## src/rtl/si_sal_dachk.sv

```systemverilog
// Receive-side destination-address checker: captures the six DA bytes of each
// frame, hashes them with reflected CRC-32 and classifies the address for the filter.
module si_sal_dachk #(
  parameter logic [47:0] PAUSE_DA = 48'h0100_00C2_8001,
  parameter logic [31:0] CRC_INIT = 32'hFFFF_FFFF
) (
  input  logic        clk_i,
  input  logic        reset_ni,
  input  logic        rxfrm_i,
  input  logic        rxbyte_vld_i,
  input  logic [7:0]  rxbyte_i,
  input  logic [47:0] staaddr_i,
  output logic [6:0]  hashv_o,
  output logic        hashe_o,
  output logic        ucad_o,
  output logic        mcad_o,
  output logic        bcad_o,
  output logic        mcadp_o,
  output logic        dat_o
);

  // state | meaning
  // IDLE  | between frames, waiting for rxfrm_i to rise
  // DA    | collecting DA bytes 0..5 and folding them into the CRC
  // DONE  | DA complete, results held, remaining bytes ignored
  typedef enum logic [1:0] {IDLE, DA, DONE} state_t;

  state_t      state_q, state_d;
  logic [2:0]  cnt_q, cnt_d;
  logic [31:0] crc_q, crc_d, crc_base, crc_byte;
  logic [47:0] da_q, da_d, da_full;
  logic [6:0]  hashv_d;
  logic        hashe_d, ucad_d, mcad_d, bcad_d, mcadp_d;

  function automatic logic [31:0] crc_upd(input logic [31:0] c_in, input logic [7:0] b);
    logic [31:0] c;
    c = c_in;
    for (int i = 0; i < 8; i++) begin
      if (c[0] ^ b[i]) c = (c >> 1) ^ 32'hEDB8_8320;
      else             c = c >> 1;
    end
    return c;
  endfunction

  // The first byte may arrive on the frame-start cycle, before CRC_INIT is loaded.
  assign crc_base = (state_q == IDLE) ? CRC_INIT : crc_q;
  assign crc_byte = crc_upd(crc_base, rxbyte_i);
  assign da_full  = {rxbyte_i, da_q[39:0]};

  always_ff @(posedge clk_i or negedge reset_ni) begin
    if (!reset_ni) begin
      state_q <= IDLE;
      cnt_q   <= '0;
      crc_q   <= CRC_INIT;
      da_q    <= '0;
      hashv_o <= '0;
      hashe_o <= 1'b0;
      ucad_o  <= 1'b0;
      mcad_o  <= 1'b0;
      bcad_o  <= 1'b0;
      mcadp_o <= 1'b0;
      dat_o   <= 1'b0;
    end else begin
      state_q <= state_d;
      cnt_q   <= cnt_d;
      crc_q   <= crc_d;
      da_q    <= da_d;
      hashv_o <= hashv_d;
      hashe_o <= hashe_d;
      ucad_o  <= ucad_d;
      mcad_o  <= mcad_d;
      bcad_o  <= bcad_d;
      mcadp_o <= mcadp_d;
      dat_o   <= rxfrm_i;
    end
  end

  always_comb begin
    state_d = state_q;
    cnt_d   = cnt_q;
    crc_d   = crc_q;
    da_d    = da_q;
    hashv_d = hashv_o;
    hashe_d = 1'b0;
    ucad_d  = ucad_o;
    mcad_d  = mcad_o;
    bcad_d  = bcad_o;
    mcadp_d = mcadp_o;
    case (state_q)
      IDLE: begin
        if (rxfrm_i) begin
          state_d = DA;
          cnt_d   = '0;
          crc_d   = CRC_INIT;
          hashv_d = '0;
          ucad_d  = 1'b0;
          mcad_d  = 1'b0;
          bcad_d  = 1'b0;
          mcadp_d = 1'b0;
          if (rxbyte_vld_i) begin
            da_d[7:0] = rxbyte_i;
            crc_d     = crc_byte;
            cnt_d     = 3'd1;
          end
        end
      end
      DA: begin
        if (!rxfrm_i) begin
          state_d = IDLE;
        end else if (rxbyte_vld_i) begin
          da_d[{cnt_q, 3'b000} +: 8] = rxbyte_i;
          crc_d = crc_byte;
          cnt_d = cnt_q + 3'd1;
          if (cnt_q == 3'd5) begin
            state_d = DONE;
            hashe_d = 1'b1;
            // Filter indexes with the reversed low bits of the final (inverted) CRC.
            hashv_d = ~{crc_byte[0], crc_byte[1], crc_byte[2], crc_byte[3],
                        crc_byte[4], crc_byte[5], crc_byte[6]};
            ucad_d  = (da_full == staaddr_i);
            mcad_d  = da_full[0];
            bcad_d  = (da_full == 48'hFFFF_FFFF_FFFF);
            mcadp_d = (da_full == PAUSE_DA);
          end
        end
      end
      DONE: begin
        if (!rxfrm_i) state_d = IDLE;
      end
      default: state_d = IDLE;
    endcase
  end

endmodule

```

## config.mk

```make
export PLATFORM = sky130hd
export DESIGN_NAME = si_sal_dachk
export DESIGN_NICKNAME = d
export VERILOG_FILES = /design/src/rtl/si_sal_dachk.sv
export SDC_FILE = /design/constraint.sdc
export NUM_CORES = 1
export LEC_CHECK = 0
export BUFFER_PORTS_ARGS = -buffer_cell sky130_fd_sc_hd__buf_4
export CAP_MARGIN = 20
export CORE_MARGIN = 3
export CORE_UTILIZATION = 50
export DETAILED_ROUTE_END_ITERATION = 7
export PLACE_DENSITY_LB_ADDON = 0.25
export SYNTH_ARGS = -nofsm -noshare
export SYNTH_HDL_FRONTEND = slang
export SYNTH_SLANG_ARGS = --single-unit
export TNS_END_PERCENT = 1
```

## constraint.sdc

```tcl
create_clock -name clk_i -period 5.6 [get_ports clk_i]
set_input_delay 0.56 -clock clk_i [delete_from_list [all_inputs] [get_ports clk_i]]
set_output_delay 0.56 -clock clk_i [all_outputs]
set_load 0.05 [all_outputs]
```

Yosys cells after proc, flatten, opt, wreduce, memory -nomap -nowiden
Cells that the tools add are included.
{"block": "totals", "in_bits": 60, "output_inout_bits": 13, "reg_bits": 98, "wordCells": 111}
{"block": "classes", "n_shift": 2, "n_reduce_logical": 7, "bitwise_logic": 17, "n_mux": 57, "n_eq_ne": 14, "n_addsub": 2}
{"operator": "32-bit 2-to-1 mux", "count": 13}
{"operator": "13-bit inverter with 14-bit output", "count": 8}
{"operator": "32-bit one-hot mux with 2 select lines", "count": 1}
{"operator": "48-bit bitwise mux", "count": 1}
{"operator": "48-bit by 41-bit == test with 1-bit output (second input constant)", "count": 1}
{"operator": "48-bit == test", "count": 1}
{"operator": "48-bit == test (second input constant)", "count": 1}
{"operator": "8-bit by 8-bit variable shift with 48-bit output (first input constant)", "count": 1}
{"operator": "8-bit by 8-bit indexed part select with 48-bit output", "count": 1}
{"operator": "8-bit 2-to-1 mux", "count": 4}
{"operator": "7-bit 2-to-1 mux", "count": 4}
{"operator": "1-bit 2-to-1 mux", "count": 18}
{"operator": "8-bit one-hot mux with 2 select lines", "count": 1}
{"operator": "7-bit one-hot mux with 2 select lines", "count": 1}
{"operator": "2-bit inequality test (second input constant)", "count": 6}
{"operator": "2-bit 2-to-1 mux", "count": 5}
{"operator": "5-bit AND reduction", "count": 2}
{"operator": "3-bit 2-to-1 mux", "count": 3}
{"operator": "6-bit negation with 8-bit output", "count": 1}
{"operator": "1-bit one-hot mux with 2 select lines", "count": 4}
{"operator": "4-bit AND reduction", "count": 2}
{"operator": "1-bit XOR", "count": 8}
{"operator": "7-bit inverter", "count": 1}
{"operator": "3-bit inequality test (second input constant)", "count": 2}
{"operator": "9 further kinds", "count": 9}

Logic depth before layout (Yosys ltp)
{"block": "depth", "word_depth": 23, "depth_mapped": 8}

Worst setup path after synthesis
OpenSTA, ideal clock, no wires.
{"block": "synth_path", "path_kind": "input -> register", "from": "in rxbyte_i[1]", "to": "reg crc_q[23]", "path_slack_ps": 3387, "required_ps": 5520, "path_buffers": 1, "path_stages": 6, "t_arrival_ps": 2133, "path_cell_list": "buf_4 xnor2_1 xnor2_4 xor2_2 xnor3_1 o22a_1"}
{"block": "synth_between", "elab_chain_len": 15, "elab_cells_between_ends": 18}
{"element": "start, declared", "line_no": "11", "rtl": "input logic [7:0] rxbyte_i,"}
{"element": "1-bit XOR (*)", "line_no": "39", "rtl": "if (c[0] ^ b[i]) c = (c >> 1) ^ 32'hEDB8_8320;"}
{"element": "32-bit 2-to-1 mux (*) (2 in a row)", "line_no": "39"}
{"element": "13-bit inverter with 14-bit output (no source line)"}
{"element": "32-bit 2-to-1 mux (*)", "line_no": "39"}
{"element": "13-bit inverter with 14-bit output (no source line)"}
{"element": "32-bit 2-to-1 mux (*) (2 in a row)", "line_no": "39"}
{"element": "13-bit inverter with 14-bit output (no source line)"}
{"element": "32-bit 2-to-1 mux (*)", "line_no": "39"}
{"element": "13-bit inverter with 14-bit output (no source line)"}
{"element": "32-bit 2-to-1 mux (*)", "line_no": "39"}
{"element": "32-bit 2-to-1 mux, on equally long branches", "line_no": "110, 100"}
{"element": "32-bit 2-to-1 mux, on equally long branches", "line_no": "108, 91"}
{"element": "32-bit one-hot mux with 2 select lines (*)", "line_no": "89", "rtl": "case (state_q)"}
{"element": "end signal, assigned", "line_no": "66", "rtl": "crc_q <= crc_d;"}
{"element": "end, declared", "line_no": "30", "rtl": "logic [31:0] crc_q, crc_d, crc_base, crc_byte;"}
Mark *: on every way between the ends. The rest lies on a longest branch, timed or not. The select of a mux whose other input is x is not followed.
A chain may end at the register's enable or synchronous reset.

Worst setup path in the final report
{"block": "layout_path", "from": "reg state_q[0]", "to": "reg crc_q[23]"}
{"block": "layout_between", "elab_chain_len": 19, "elab_cells_between_ends": 33}
{"element": "start, declared", "line_no": "28", "rtl": "state_t state_q, state_d;"}
{"element": "start signal, assigned", "line_no": "64", "rtl": "state_q <= state_d;"}
{"element": "2-bit logical NOT", "line_no": "46, 89"}
{"element": "32-bit 2-to-1 mux", "line_no": "46", "rtl": "assign crc_base = (state_q == IDLE) ? CRC_INIT : crc_q;"}
{"element": "1-bit XOR / 13-bit inverter with 14-bit output (equally long branches)"}
{"element": "32-bit 2-to-1 mux", "line_no": "39"}
{"element": "13-bit inverter with 14-bit output (no source line)"}
{"element": "32-bit 2-to-1 mux (2 in a row)", "line_no": "39"}
{"element": "13-bit inverter with 14-bit output (no source line)"}
{"element": "32-bit 2-to-1 mux", "line_no": "39"}
{"element": "13-bit inverter with 14-bit output (no source line)"}
{"element": "32-bit 2-to-1 mux (2 in a row)", "line_no": "39"}
{"element": "13-bit inverter with 14-bit output (no source line)"}
{"element": "32-bit 2-to-1 mux", "line_no": "39"}
{"element": "13-bit inverter with 14-bit output (no source line)"}
{"element": "32-bit 2-to-1 mux", "line_no": "39"}
{"element": "32-bit 2-to-1 mux, on equally long branches", "line_no": "110, 100"}
{"element": "32-bit 2-to-1 mux, on equally long branches", "line_no": "108, 91"}
{"element": "32-bit one-hot mux with 2 select lines", "line_no": "89"}
Several ways; a longest one is shown, not always the timed one. The select of a mux whose other input is x is not followed.

==> metrics.txt <==
Yosys top cell area share 0.2769; P_sw 1067 uW; H-tree depth 3; crit path time final 2.745 ns; RSZ-0062 raised after global routing no; share of flip-flops with an asynchronous set or reset 1.000; CTS tree yes; DR pass1 iterations 4; syn nets 551; Site Rows 36; WP data required around 5.9 ns; PwrDens 472.1 nW/um^2; Post-synth EDFFs 0; Worst Path Max Fanout 34; sequential share of the synthesized area 0.4373; routed wire length around 13 mm; relative slew slack 0.4011; ys flop type dfrtp_1; total CTS buffers 9; clk slew on worst S/H paths ~0.09 ns; Final Skew roughly 0.010 ns; WP data arrival approximately 3 ns; DR vias 3,846; # Max-Cap Violations 0; I/O Pins 73; Overflow after GRT 0; Slew @ Worst Pin 0.8983 ns; DIE AREA 11,750 sq um; clock root buffer clkbuf_8; Setup Buffers After CTS 0; Worst-Skew Late Latency 0.36 ns; # DRC 0; Crit Path Class reg -> reg; post-synth top area cell dfrtp_1; Critical Path Sink Type flop; Layout area overhead 15.66%; routability congestion estimate between 0.9 and 1; Mapped Cells 487; VDD IR-drop max 0.0002014 V; initial cell density of the core 0.5241; synthesis warning total 0; DIE WIDTH between 100 and 150 um; CTS resizes 0; CTS Hold Bufs 0; Max Slew Vio Count 0; startpoint type of the worst setup path flop; post-synth cell types 42; Die Span Y 108.4 um; worst reg2reg path startpoint state_q[0]; number of diodes 0; WL/cell 18.84 um; clk sinks 90; period utilisation layout 0.4902; count leader, synth xnor2_1; Commonest cells post-synth xnor2_1 (87), dfrtp_1 (58), nor2_1 (57); dpl hpwl 9.422 mm; Setup WS pre-CTS 2.867 ns; CTS Buffer Depth 2; placed cells between 600 and 700; # setup viols final 0; Sw Ratio 0.3730; Clock Power Share 0.157; Syn Area/Cell around 11 sq um; share of layout cells above drive strength 1 0.3117; DRT iter0 DRCs 219; min setup slack post-route 2.855 ns; GRT Overall Usage 0.2376; status finished, final reports clean; setup TNS 0 ns; Pleak between 0.002 and 0.003 uW; # port buffers 72; first-pass GRT wire length between 20 and 25 mm; final cell count without fillers 688; vias in the first global route 3,949; min-delay worst type in -> async; core area 10000 sq um; synth top area cells dfrtp_1 (28%), dfstp_2 (16%), xnor2_1 (15%); Layout Nets 614; synthesized area 5241 sq um; initial antenna violation count 0; Critical R2R Capture crc_q[23]; FMAX 364.3 MHz; reg2reg setup slack 2.85 ns; Flop pwr share 0.395; Routed Antenna Nets 0; Logic pwr share 0.448; total power 2862 uW; largest net degree at the start of global routing 56; Final Hold Viols 0; Worst R2R Path Depth 6; #FFs+latches synth 90; cell-internal power around 1800 uW; Vias/cell approximately 5.6
## cell usage in the layout (no fill, tap or decap), types with 2 or more instances in the layout
| master | n |
|---|---|
| nand4_1 | 26 |
| xor2_1 | 37 |
| xnor2_4 | 2 |
| nand2_1 | 13 |
| o22ai_1 | 2 |
| nand3_1 | 6 |
| xor2_2 | 2 |
| clkinvlp_4 | 2 |
| and2b_1 | 2 |
| xnor2_1 | 87 |
| nor2_2 | 2 |
| nor2_1 | 57 |
| buf_4 | 75 |
| xnor3_1 | 3 |
| and3_1 | 2 |
| dfrtp_1 | 58 |
| o22a_1 | 13 |
| o21ai_0 | 11 |
| a22o_1 | 3 |
| dfstp_2 | 32 |
| xnor2_2 | 2 |
| mux2_2 | 38 |
| a21oi_1 | 22 |
| nor4_1 | 17 |
| clkbuf_8 | 9 |
| ha_1 | 4 |
| inv_1 | 9 |
## critical path: stages (launching register included)
cell and delay, ns:
dfrtp_1 0.53, nor2_4 0.69, nor2_1 0.21, xnor2_2 0.31, xor2_2 0.29, xnor3_1 0.44, o22a_1 0.18
## layout make-up
class,instances,area (sq um)
clock inverter,6,67.56
clock buffer,10,127.6
fill,825,3938
sequential,90,2292
timing repair buffer,75,563.0
tap,133,166.4
inverter,9,33.78
multi-input combinational,365,2811
## registers in the layout, summed over array words and instances, names as in the netlist, 2 cells and up
name,cells
da_q,40
crc_q,32
hashv_o,7
cnt_q,3
state_q,2
## how the worst max path moves through the flow
stage | cells after the start | slack [ns] | start | to
global placement | 6 | 2.96 | state_q[0] | crc_q[23]
finish | 6 | 2.85 | state_q[0] | crc_q[23]
floorplan | 6 | 3.39 | rxbyte_i[1] | crc_q[23]
CTS | 6 | 2.86 | state_q[0] | crc_q[20]
detailed placement | 6 | 2.87 | state_q[0] | crc_q[23]
global route | 6 | 2.70 | state_q[0] | crc_q[23]
## power by group through the flow
| stage | clock network (uW) | logic [uW] | registers, uW |
|---|---|---|---|
| after floorplan | 0 | 1040 | 1070 |
| after global placement | 0 | 1250 | 1130 |
| after detailed placement | 0 | 1270 | 1140 |
| after CTS | 458 | 1280 | 1130 |
| after global routing | 489 | 1410 | 1160 |
| final | 449 | 1280 | 1130 |
## cell families after synthesis
kind of cell | share of synthesized area
xor+xnor | 0.2483
simple gates | 0.1232
flops | 0.4373
compound gates | 0.07305
mux | 0.08164
buf+inv | 0.02697
fa+ha+maj | 0.009549
## layer usage
layer  vias to the layer above  routed length [um]  global-route usage
met1                      1928                5916              0.3267
met3                        12                 642             0.05672
met2                       104                6229              0.3819
met4                         0                 174             0.05591
met5                         -                   0                   0
li1                       1802                   -                   -
## per-stage QoR
stage	hold slack, ns	area [sq um]	util
floorplan	0.2644	5241	-
global placement	0.4639	5867	0.5867
detailed placement	0.4729	5867	0.5867
CTS	0.1429	6062	0.6062
global route	0.1519	6062	0.6062
finish	0.1357	6062	0.6062
Power figures use the tool's default switching activity.
